File: config.mk
export PLATFORM = sky130hd
export DESIGN_NAME = fetch_ctrl_flat
export DESIGN_NICKNAME = d
export VERILOG_FILES = /design/src/rtl/fetch_ctrl_if.sv /design/src/rtl/fetch_ctrl.sv /design/src/flat_wrapper.sv
export SDC_FILE = /design/constraint.sdc
export NUM_CORES = 1
export LEC_CHECK = 0
export BUFFER_PORTS_ARGS = -buffer_cell sky130_fd_sc_hd__buf_2
export CAP_MARGIN = 20
export CORE_ASPECT_RATIO = 0.9
export CORE_UTILIZATION = 43
export CTS_CLUSTER_SIZE = 12
export DETAILED_ROUTE_END_ITERATION = 12
export PLACE_DENSITY = 0.88
export SLEW_MARGIN = 20
export SYNTH_ARGS = -nofsm -noshare
export SYNTH_HDL_FRONTEND = slang
export SYNTH_SLANG_ARGS = --single-unit
File: constraint.sdc
create_clock -name clk -period 1.92 [get_ports clk]
set_input_delay 0.192 -clock clk [delete_from_list [all_inputs] [get_ports clk]]
set_output_delay 0.192 -clock clk [all_outputs]
set_load 0.01 [all_outputs]
File: src/rtl/fetch_ctrl_if.sv
// Bus between the fetch sequencer and its surroundings: the PC, the
// instruction ROM, the decode/ALU stage and the user-input synchroniser.
interface fetch_ctrl_if #(
  parameter int AddrSz  = 6,
  parameter int InstrSz = 24
);
  logic [AddrSz-1:0]  pc_addr;
  logic [AddrSz-1:0]  imem_addr;
  logic [InstrSz-1:0] imem_data;
  logic               alu_zero;
  logic               in_valid;
  logic               in_ack;
  logic               rel_branch;
  logic [AddrSz-1:0]  offset;
  logic               halt;
  logic [InstrSz-1:0] instr;
  logic               instr_valid;

  // Sequencer side
  modport master (
    input  pc_addr, imem_data, alu_zero, in_valid,
    output imem_addr, in_ack, rel_branch, offset, halt, instr, instr_valid
  );

  // Environment side (PC, ROM, datapath, input synchroniser)
  modport slave (
    output pc_addr, imem_data, alu_zero, in_valid,
    input  imem_addr, in_ack, rel_branch, offset, halt, instr, instr_valid
  );
endinterface

File: src/rtl/fetch_ctrl.sv
// Multicycle fetch/control sequencer. Issues one instruction every two
// cycles (FETCH, EXEC), resolves relative branches against the ALU zero
// flag, and handles WAIT (released by one user-input press) and STOP.
module fetch_ctrl #(
  parameter int AddrSz  = 6,
  parameter int InstrSz = 24
) (
  input  logic          clk,
  input  logic          reset,
  fetch_ctrl_if.master  bus
);

  localparam logic [3:0] OP_BEQ  = 4'hA;
  localparam logic [3:0] OP_BNE  = 4'hB;
  localparam logic [3:0] OP_B    = 4'hC;
  localparam logic [3:0] OP_WAIT = 4'hD;
  localparam logic [3:0] OP_STOP = 4'hF;

  typedef enum logic [1:0] {
    S_FETCH = 2'd0,
    S_EXEC  = 2'd1,
    S_WAIT  = 2'd2,
    S_STOP  = 2'd3
  } state_e;

  state_e             state_q;
  state_e             state_d;
  logic [InstrSz-1:0] ir_q;
  logic               armed_q;
  logic [3:0]         opcode;
  logic               release_wait;

  // The ROM is addressed straight from the PC; data returns one cycle later.
  assign bus.imem_addr = bus.pc_addr;

  assign opcode       = bus.imem_data[InstrSz-1 -: 4];
  assign release_wait = (state_q == S_WAIT) && bus.in_valid && armed_q;

  // State register.
  always_ff @(posedge clk or posedge reset) begin
    if (reset) begin
      state_q <= S_FETCH;
    end else begin
      state_q <= state_d;
    end
  end

  // Keep the last executed instruction so instr has a stable value outside EXEC.
  always_ff @(posedge clk or posedge reset) begin
    if (reset) begin
      ir_q <= '0;
    end else if (state_q == S_EXEC) begin
      ir_q <= bus.imem_data;
    end
  end

  // One press releases one WAIT: disarm on release, re-arm whenever the strobe is low.
  always_ff @(posedge clk or posedge reset) begin
    if (reset) begin
      armed_q <= 1'b1;
    end else if (release_wait) begin
      armed_q <= 1'b0;
    end else if (!bus.in_valid) begin
      armed_q <= 1'b1;
    end
  end

  // Next-state and output decode; the PC is held unless something below lets it move.
  always_comb begin
    state_d         = state_q;
    bus.halt        = 1'b1;
    bus.rel_branch  = 1'b0;
    bus.offset      = '0;
    bus.in_ack      = 1'b0;
    bus.instr       = ir_q;
    bus.instr_valid = 1'b0;

    case (state_q)
      S_FETCH: begin
        state_d = S_EXEC;
      end

      S_EXEC: begin
        bus.instr  = bus.imem_data;
        bus.offset = bus.imem_data[AddrSz-1:0];
        case (opcode)
          OP_WAIT: state_d = S_WAIT;
          OP_STOP: state_d = S_STOP;
          OP_BEQ: begin
            bus.halt       = 1'b0;
            bus.rel_branch = bus.alu_zero;
            state_d        = S_FETCH;
          end
          OP_BNE: begin
            bus.halt       = 1'b0;
            bus.rel_branch = !bus.alu_zero;
            state_d        = S_FETCH;
          end
          OP_B: begin
            bus.halt       = 1'b0;
            bus.rel_branch = 1'b1;
            state_d        = S_FETCH;
          end
          default: begin
            bus.halt        = 1'b0;
            bus.instr_valid = 1'b1;
            state_d         = S_FETCH;
          end
        endcase
      end

      S_WAIT: begin
        if (release_wait) begin
          bus.in_ack = 1'b1;
          bus.halt   = 1'b0;
          state_d    = S_FETCH;
        end
      end

      S_STOP: begin
        state_d = S_STOP;
      end

      default: begin
        state_d = S_FETCH;
      end
    endcase
  end

endmodule

File: src/flat_wrapper.sv
// flat-port wrapper written by rule: the top's interface ports become plain ports
module fetch_ctrl_flat 
#(
  parameter int AddrSz  = 6,
  parameter int InstrSz = 24
)
  (clk, reset, bus_pc_addr, bus_imem_data, bus_alu_zero, bus_in_valid, bus_imem_addr, bus_in_ack, bus_rel_branch, bus_offset, bus_halt, bus_instr, bus_instr_valid);
  fetch_ctrl_if #(.AddrSz(AddrSz), .InstrSz(InstrSz)) bus_i ();
  input  logic clk;
  input  logic reset;
  input wire logic [$bits(bus_i.pc_addr)-1:0] bus_pc_addr;
  input wire logic [$bits(bus_i.imem_data)-1:0] bus_imem_data;
  input wire logic [$bits(bus_i.alu_zero)-1:0] bus_alu_zero;
  input wire logic [$bits(bus_i.in_valid)-1:0] bus_in_valid;
  output wire logic [$bits(bus_i.imem_addr)-1:0] bus_imem_addr;
  output wire logic [$bits(bus_i.in_ack)-1:0] bus_in_ack;
  output wire logic [$bits(bus_i.rel_branch)-1:0] bus_rel_branch;
  output wire logic [$bits(bus_i.offset)-1:0] bus_offset;
  output wire logic [$bits(bus_i.halt)-1:0] bus_halt;
  output wire logic [$bits(bus_i.instr)-1:0] bus_instr;
  output wire logic [$bits(bus_i.instr_valid)-1:0] bus_instr_valid;
  assign bus_i.pc_addr = bus_pc_addr;
  assign bus_i.imem_data = bus_imem_data;
  assign bus_i.alu_zero = bus_alu_zero;
  assign bus_i.in_valid = bus_in_valid;
  assign bus_imem_addr = bus_i.imem_addr;
  assign bus_in_ack = bus_i.in_ack;
  assign bus_rel_branch = bus_i.rel_branch;
  assign bus_offset = bus_i.offset;
  assign bus_halt = bus_i.halt;
  assign bus_instr = bus_i.instr;
  assign bus_instr_valid = bus_i.instr_valid;
  fetch_ctrl #(.AddrSz(AddrSz), .InstrSz(InstrSz)) u_core (.clk(clk), .reset(reset), .bus(bus_i));
endmodule
# Word level (Yosys, flattened, before mapping)
# Cells that the tools add are included.
# word_totals
register_bits	27
in_bits	34
word_cells	35
# classes
eq_ne	10
muxes	16
n_reduce_logical	6
# op_table
op	count
$mux 24	1
$eq 4x4->1 const B	5
$mux 1	9
$pmux 2 s4	1
$mux 6	1
$reduce_or 5->1	1
$eq 2x2->1 const B	2
$ne 2x1->1 const B	2
$pmux 2 s2	1
$pmux 1 s3	1
$eq 2x1->1 const B	1
$logic_and 1x1->1	2
$logic_not 2->1	1
$mux 2	1
$pmux 1 s2	1
$reduce_or 2->1	1
$logic_not 1->1	1

# Logic depth before layout (Yosys ltp)
# Gate-level depths: netlist of the first run.
# depth
ltp_word	5
depth_mapped	6
depth_no_buf	5

# Worst setup path after synthesis of the first run
# Ideal clock, no wire load.
# synth_timing
kind	register -> output
from	register u_core.state_q[1]
to	output port bus_instr[19]
required_time_ns	1.728
arrival_ns	1.305
stages_incl_launch_ff	6
setup_slack_ns	0.423
path_cell_list	dfrtp_1 inv_1 ha_1 clkbuf_2 buf_2 mux2_2
# synth_between
elab_chain_cells	2
# synth_rtl
element	line	source
from (decl)	fetch_ctrl.sv:26	state_e state_q;
from (signal assigned)	fetch_ctrl.sv:44	state_q <= state_d;
$eq 2x1->1	fetch_ctrl.sv:78	case (state_q)
$mux 24	n/a	
to (decl)	flat_wrapper.sv:20	output wire logic [$bits(bus_i.instr)-1:0] bus_instr;
# Every way passes these cells.

# Final worst setup path of the first run
# layout_timing
from	register u_core.state_q[0]
to	output port bus_instr[5]
# Same word-level chain as after synthesis.

==> results of run 1 <==
[area by class of cell]
class / count / share of cell area [%]
Sequential cell: 27 / 41.3
Multi-Input combinational cell: 53 / 30.8
Timing Repair Buffer: 67 / 22.2
Tap cell: 40 / 3.05
Clock buffer: 3 / 1.37
Inverter: 4 / 0.916
Clock inverter: 1 / 0.305
[where the power goes]
part           leakage (nW)  internal [mW]  switching (mW)
combinational         0.504          0.713           0.659
clock                0.0177         0.0779           0.160
sequential            0.316          0.839          0.0897
total                 0.837           1.63           0.909
[repair_timing]
item / 4_1_cts / 5_1_grt
hold buffers: 1 / 0
setup endpoints to repair: 25 / 25
buffers inserted: 0 / 1
endpoints found under the hold margin: 13 / 0
gates cloned: 1 / 0
pin swaps: 0 / 0
gates resized for setup: 7 / 0
[layer usage]
layer | track usage, % | up-vias
li1 | - | 439
met4 | 4.76 | 0
met1 | 18.9 | 451
met3 | 2.44 | 0
met2 | 29.4 | 45
met5 | 0 | -
[kinds of logic after synthesis]
kind of cell,after synthesis
AO/OA/AOI/OAI,8
buffers and inverters,14
AND/OR/NAND/NOR,17
adder cells (fa/ha/maj),4
multiplexers,24
flip-flops,27
[critical path, stage by stage (launching register included)]
cell	delay [ps]
dfrtp_1	470
ha_4	200
buf_4	160
mux2_2	350
buf_2	140
[state kept, by name (all words and copies together) (netlist names)]
register        count
u_core.ir_q        24
u_core.armed_q      1
u_core.state_q      2
[worst paths after layout]
check                                  startpoint                end  slack (ps)  depth (start not counted)
worst min register to register    u_core.ir_q[16]    u_core.ir_q[16]         510                          1
max in group asynchronous                   reset    u_core.ir_q[20]         850                          4
worst max register to register  u_core.state_q[0]  u_core.state_q[0]         430                          5
worst max-delay path            u_core.state_q[0]       bus_instr[5]          90                          4
min in group asynchronous                   reset    u_core.ir_q[11]         470                          3
worst min-delay path                 bus_in_valid     u_core.armed_q          60                          2
[layout by cell type (no fill, tap or decap), drive strengths merged]
cell and n:
a211oi 1, a21bo 1, a21oi 1, and2 6
and3 1, and4 1, and4bb 2, buf 66
clkbuf 3, clkinv 1, dfrtp 26, dfstp 1
dlygate4sd3 1, ha 4, inv 4, mux2 24
nand2 1, nand2b 1, nand3b 1, nor2 3
nor3b 1, o21a 1, o21ai 2, o22ai 1
o311a 1
==> flow_summary.json, run 1 <==
{
  "met3_length_um": 141,
  "yosys_warnings": 0,
  "crit_arrival_ps": 1640,
  "overflow": 0,
  "final_area_um2": 1640,
  "antenna_cells": 0,
  "synth_compound_area_share_pct": 4.46,
  "ant_nets": 0,
  "layout-drive-gt1-share_pct": 63.9,
  "fin_ws_ps": 86.0,
  "ys.flop_type": "dfrtp_1",
  "cts_tree": "yes",
  "grt_use_total_pct": 15.9,
  "antenna_found_initial": 0,
  "synth-edff-count": 0,
  "utilization_pct": 59.2,
  "clk_pin_slew_ps": 130,
  "muxShareOfSynthArea_pct": 21.4,
  "grt_max_degree": 16,
  "power.density_nw_per_um2": 1550,
  "fill_cells": 239,
  "stdcell_count": 195,
  "seq_area_frac_synth_pct": 53.6,
  "fin_crit_sh_pct": 95.5,
  "fmax_mhz": 545,
  "die_x_um": 59.1,
  "syn-num-nets": 132,
  "worst_pin_slew_ps": 573,
  "avgSynthCellArea_um2": 13.4,
  "yosys-top-cells-area": "dfrtp_1, mux2_2, ha_1",
  "dpl.cell_count": 188,
  "synth.top_cell.area_share_pct": 51.5,
  "postSynthCellCount": 94,
  "vias_per_cell": 4.79,
  "route.met2.wl_mm": 1.30,
  "pre_cts_ws_ps": 305,
  "hp-class": "in2reg",
  "clock-root-buffer": "clkbuf_4",
  "synth.most_common_cell": "dfrtp_1",
  "ctsLongestPathBuffers": 2,
  "wl_mm": 2.50,
  "die_h_um": 53.4,
  "fin_tns_setup_ps": 0,
  "rsz0062_at_grt": "no",
  "layout.nets": 194,
  "rows": 18,
  "worst-setup-path-type": "reg2out",
  "leakagePower_nw": 0.837,
  "wl_met1_mm": 1.05,
  "coreArea_um2": 2770,
  "drcViolationCount": 0,
  "yosysUniqueCellTypes": 25,
  "setup_viol": 0,
  "ioPinCount": 74,
  "drtIter0Drc": 10,
  "gp_congestion": 0.658,
  "cp_max_fo": 10,
  "grt_pass1_wl_mm": 3.69,
  "multi_input_area_um2": 505,
  "p_total_mw": 2.54,
  "synth_top_family_by_area": "multiplexers",
  "start_kind": "flop",
  "htreeDepth": 1,
  "port_buffers": 61,
  "hold_viol": 0,
  "insertion_delay_ps": 320,
  "fin_worst_skew_ps": 7.10,
  "layout_min_cycle_time_ps": 1830,
  "worstPathRequired_ps": 1730,
  "postPlaceCellArea_um2": 1560,
  "hpwlAfterDp_mm": 1.80,
  "grt_pass1_vias": 864,
  "top_layer": "met3",
  "whs_ps": 62.9,
  "clock-sinks": 27,
  "cap_violations": 0,
  "async_flop_share_pct": 100,
  "ys_ff_latch": 27,
  "relSlewSlack_pct": 61.7,
  "cts_buffers": 3,
  "finalMaxSlewViolations": 0,
  "synth_fa_ha_area_share_pct": 3.96,
  "syn_area_um2": 1260,
  "area_growth_pct": 29.8,
  "synthXorXnorAreaFrac_pct": 0,
  "yosys.area_share.simple_pct": 9.22,
  "synth_largest_area_cell": "dfrtp_1",
  "die-area_um2": 3160,
  "synthTopCellsByCount": "dfrtp_1, mux2_2, and2_1, buf_4",
  "regArea_um2": 677,
  "vias": 935,
  "drtPass1Iterations": 3,
  "irDropWorstVdd_mv": 0.872,
  "end_kind": "output port",
  "start_util_pct": 45.6,
  "wl_per_cell_um": 12.8,
  "status": "completed"
}
No activity file was read; power rests on OpenSTA's default activity.
==> inputs of run 2 (changes only) <==
Settings changed: CORE_MARGIN set to 2.
==> flow_summary.json, run 2 (synthesis results as in run 1) <==
{
  "die_h_um": 55.4,
  "drcViolationCount": 0,
  "clockPowerShare_pct": 9.7,
  "utilization_pct": 59.4,
  "worst_pin_slew_ps": 458,
  "r2r_cells": 5,
  "finalMaxSlewViolations": 0,
  "min_path_cells": 2,
  "power.density_nw_per_um2": 1560,
  "port_buffers": 61,
  "grt_use_total_pct": 16.0,
  "cts_buffers": 3,
  "status": "completed",
  "antenna_cells": 0,
  "ctsLongestPathBuffers": 2,
  "fmax_mhz": 544,
  "combPwrFrac_pct": 54.4,
  "reg_top3": "u_core.ir_q: 24 flops, u_core.state_q: 2 flops, u_core.armed_q: 1 flops",
  "largest_register_ffs": 24,
  "clk_pin_slew_ps": 140,
  "coreArea_um2": 2770,
  "layout_min_cycle_time_ps": 1840,
  "layout_common_cells": "buf_2, dfrtp_1, mux2_2, and2_1",
  "crit_start": "u_core.state_q[1]",
  "stdcell_count": 195,
  "hp-class": "in2reg",
  "drtIter0Drc": 21,
  "grt_max_degree": 17,
  "timing.rr.start": "u_core.state_q[0]",
  "drtPass1Iterations": 4,
  "rsz0062_at_grt": "yes",
  "crit_arrival_ps": 1650,
  "die-area_um2": 3390,
  "grt_pass1_vias": 987,
  "ioPinCount": 74,
  "pre_cts_ws_ps": 303,
  "swShare_pct": 35.8,
  "fin_crit_sh_pct": 95.7,
  "clock-root-buffer": "clkbuf_4",
  "gp_congestion": 0.638,
  "antenna_found_initial": 0,
  "internal_power_mw": 1.65,
  "dpl.cell_count": 188,
  "overflow": 0,
  "grt_pass1_wl_mm": 4.18,
  "power_frac_seq_pct": 35.9,
  "hold_viol": 0,
  "cp_max_fo": 10,
  "setup_viol": 0,
  "worst-setup-path-type": "reg2out",
  "final_area_um2": 1650,
  "layout.nets": 194,
  "die_x_um": 61.1,
  "cap_violations": 0,
  "rows": 18,
  "switchingPower_mw": 0.917,
  "hold_end": "u_core.armed_q",
  "regMostFlops": "u_core.ir_q",
  "fin_worst_skew_ps": 12.1,
  "cts_tree": "yes",
  "leakagePower_nw": 0.835,
  "fin_ws_ps": 81.8,
  "irDropWorstVdd_mv": 0.850,
  "vias_per_cell": 4.78,
  "reg2reg_setup_slack_ps": 460,
  "end_kind": "output port",
  "wl_per_cell_um": 12.8,
  "ant_nets": 0,
  "worstPathRequired_ps": 1730,
  "start_util_pct": 45.6,
  "whs_ps": 23.7,
  "timing.rr.end": "u_core.state_q[0]",
  "vias": 932,
  "htreeDepth": 1,
  "clock-sinks": 27,
  "postPlaceCellArea_um2": 1560,
  "hpwlAfterDp_mm": 1.91,
  "start_kind": "flop",
  "hp-start": "bus_in_valid",
  "layout_commonest_cell": "buf_2",
  "layout-drive-gt1-share_pct": 63.9,
  "relSlewSlack_pct": 69.5,
  "area_growth_pct": 30.4,
  "insertion_delay_ps": 320,
  "wl_mm": 2.50
}
run 2: changes by cell type in the layout (fill, tap and decap cells not counted):
| cell | change |
|---|---|
| buf_8 | -1 |
| buf_12 | +1 |
| clkinv_2 | -1 |
| clkinvlp_4 | +1 |
run 2: repair_timing:
item	4_1_cts	5_1_grt
gates resized for setup	6	2
hold buffers	1	0
setup buffers	1	0
endpoints found under the hold margin	10	0
pin swaps	0	0
cloned	1	0
setup endpoints to repair	25	25
run 2: cell type report:
| cell class | count | area [um2] |
|---|---|---|
| fillers | 243 | 1120 |
| well taps | 40 | 50.0 |
| clock inverters | 1 | 7.51 |
| clock buffers | 3 | 22.5 |
| repair buffers | 67 | 369 |
| multi-input cells | 53 | 505 |
| flip-flops and latches | 27 | 677 |
| inverters | 4 | 15.0 |
run 2: power by group through the flow:
stage	clock, mW	sequential, mW	combinational [mW]
2_1_floorplan	0	0.903	0.906
3_3_place_gp	0	0.921	1.27
3_5_place_dp	0	0.935	1.31
4_1_cts	0.258	0.924	1.40
5_1_grt	0.282	0.950	1.52
6_report	0.248	0.920	1.39
run 2: critical path, stage by stage, from the launching register on:
cell and delay [ps]:
dfrtp_1 420, inv_2 90, ha_4 170, buf_4 160, mux2_2 340, buf_2 140
run 2: worst max path at each step:
| stage | to | slack [ps] | depth (start not counted) |
|---|---|---|---|
| 2_1_floorplan | bus_instr[19] | 420 | 5 |
| 3_3_place_gp | bus_instr[3] | 360 | 5 |
| 3_5_place_dp | bus_instr[3] | 300 | 5 |
| 4_1_cts | bus_instr[15] | 20 | 5 |
| 5_1_grt | bus_halt | -5 | 6 |
| 6_report | bus_instr[19] | 80 | 5 |
run 2: metrics by stage:
step / power [mW] / TNS (ps)
global route: 2.75 / -13.8
detailed placement: 2.25 / 0
finish: 2.56 / 0
CTS: 2.58 / 0
floorplan: 1.81 / 0
global placement: 2.19 / 0
run 2: routing by layer:
| metal | vias to the layer above | global-route usage [%] | routed length, um |
|---|---|---|---|
| met1 | 442 | 18.9 | 1070 |
| met4 | 0 | 3.11 | 9 |
| met2 | 50 | 28.6 | 1210 |
| li1 | 438 | - | - |
| met3 | 2 | 3.75 | 221 |
| met5 | - | 0 | 0 |
==> inputs of run 3 (changes only) <==
Settings changed: CORE_UTILIZATION 43 to 45, CTS_BUF_LIST set to sky130_fd_sc_hd__clkbuf_4, PLACE_DENSITY 0.88 to 0.91.
==> flow_summary.json, run 3 (synthesis results as in run 1) <==
{
  "rows": 18,
  "grt_max_degree": 28,
  "gp_congestion": 0.676,
  "power.density_nw_per_um2": 1570,
  "ioPinCount": 74,
  "worst-setup-path-type": "reg2out",
  "fin_tns_setup_ps": 0,
  "hold_viol": 0,
  "grt_pass1_vias": 976,
  "hp-class": "in2reg",
  "overflow": 0,
  "area_growth_pct": 28.6,
  "regMostFlops": "u_core.ir_q",
  "end_kind": "output port",
  "ant_nets": 0,
  "swShare_pct": 35.6,
  "finalMaxSlewViolations": 0,
  "fin_worst_skew_ps": 10.7,
  "clk_pin_slew_ps": 130,
  "clock-sinks": 27,
  "combPwrFrac_pct": 53.7,
  "switchingPower_mw": 0.906,
  "vias_per_cell": 4.98,
  "start_kind": "flop",
  "insertion_delay_ps": 310,
  "layout_commonest_cell": "buf_2",
  "pre_cts_ws_ps": 301,
  "layout-drive-gt1-share_pct": 64.3,
  "setup_viol": 0,
  "leakagePower_nw": 0.833,
  "die_h_um": 54.3,
  "clock-root-buffer": "clkbuf_4",
  "htreeDepth": 1,
  "die_x_um": 59.8,
  "rsz0062_at_grt": "no",
  "relSlewSlack_pct": 60.5,
  "vias": 917,
  "drtIter0Drc": 35,
  "internal_power_mw": 1.64,
  "min_path_cells": 2,
  "worstPathRequired_ps": 1730,
  "p_total_mw": 2.55,
  "clockPowerShare_pct": 9.7,
  "fill_cells": 233,
  "fin_crit_sh_pct": 95.6,
  "wl_per_cell_um": 14.4,
  "coreArea_um2": 2700,
  "irDropWorstVdd_mv": 0.721,
  "grt_use_total_pct": 17.8,
  "hpwlAfterDp_mm": 2.09,
  "antenna_found_initial": 0,
  "drcViolationCount": 0,
  "status": "completed",
  "ctsLongestPathBuffers": 2,
  "wl_mm": 2.65,
  "largest_register_ffs": 24,
  "port_buffers": 61,
  "power_frac_seq_pct": 36.6,
  "cts_tree": "yes",
  "reg_top3": "u_core.ir_q: 24 flops, u_core.state_q: 2 flops, u_core.armed_q: 1 flops",
  "r2r_cells": 5,
  "layout_min_cycle_time_ps": 1830,
  "fmax_mhz": 545,
  "layout.nets": 193,
  "worst_pin_slew_ps": 592,
  "grt_pass1_wl_mm": 4.29,
  "cp_max_fo": 27,
  "antenna_cells": 0,
  "crit_arrival_ps": 1640,
  "drtPass1Iterations": 4,
  "cap_violations": 0,
  "cts_buffers": 3,
  "fin_ws_ps": 85.4,
  "die-area_um2": 3250,
  "start_util_pct": 46.7,
  "layout_common_cells": "buf_2, dfrtp_1, mux2_2, and2_1, clkbuf_4"
}
[run 3: area by class of cell]
cell class,instances,area (um2),share of cell area (%)
clock buffer,4,30.0,1.85
inverter,4,15.0,0.924
timing repair buffer,66,358,22.0
tap,30,37.5,2.31
sequential,27,678,41.8
multi-input combinational,53,505,31.1
[run 3: repair_timing]
item                                    CTS  global route
hold endpoints to repair                 14             0
buffers inserted                          1             0
hold buffers                              1             0
resized for setup                         2             2
endpoints found under the setup margin   25            25
[run 3: power by group through the flow]
stage | clock, mW | sequential, mW | combinational (mW)
floorplan | 0 | 0.903 | 0.906
detailed placement | 0 | 0.938 | 1.37
global placement | 0 | 0.919 | 1.31
CTS | 0.261 | 0.930 | 1.39
finish | 0.247 | 0.932 | 1.37
global route | 0.281 | 0.956 | 1.49
[run 3: worst paths after layout]
| kind | from | end | slack (ps) |
|---|---|---|---|
| worst max-delay path | u_core.state_q[1] | bus_instr[2] | 90 |
| worst min-delay path | bus_in_valid | u_core.armed_q | 40 |
| worst max register to register | u_core.state_q[0] | u_core.state_q[0] | 450 |
| worst min register to register | u_core.armed_q | u_core.armed_q | 490 |
| max in group asynchronous | reset | u_core.ir_q[15] | 840 |
| min in group asynchronous | reset | u_core.ir_q[8] | 480 |
[run 3: through the flow]
stage	instances	utilization, %	hold slack, ps	instance area, um2
global route	184	60.1	52.6	1620
finish	184	60.1	43.4	1620
floorplan	94	-	244	1260
detailed placement	178	57.8	289	1560
CTS	184	60.0	30.1	1620
global placement	178	57.8	266	1560
[run 3: worst max-delay path: stages (launching register included)]
cell	delay [ps]
dfrtp_1	420
inv_2	90
ha_4	150
buf_12	160
mux2_2	360
buf_2	150
[run 3: routing by layer]
layer  part of all wire, %  vias to the layer above  GRT usage, %
met5                     0                        -             0
met4                   1.0                        0          6.67
met3                   5.8                        2          3.31
met2                    54                       34          35.5
met1                    39                      442          18.3
li1                      -                      439             -
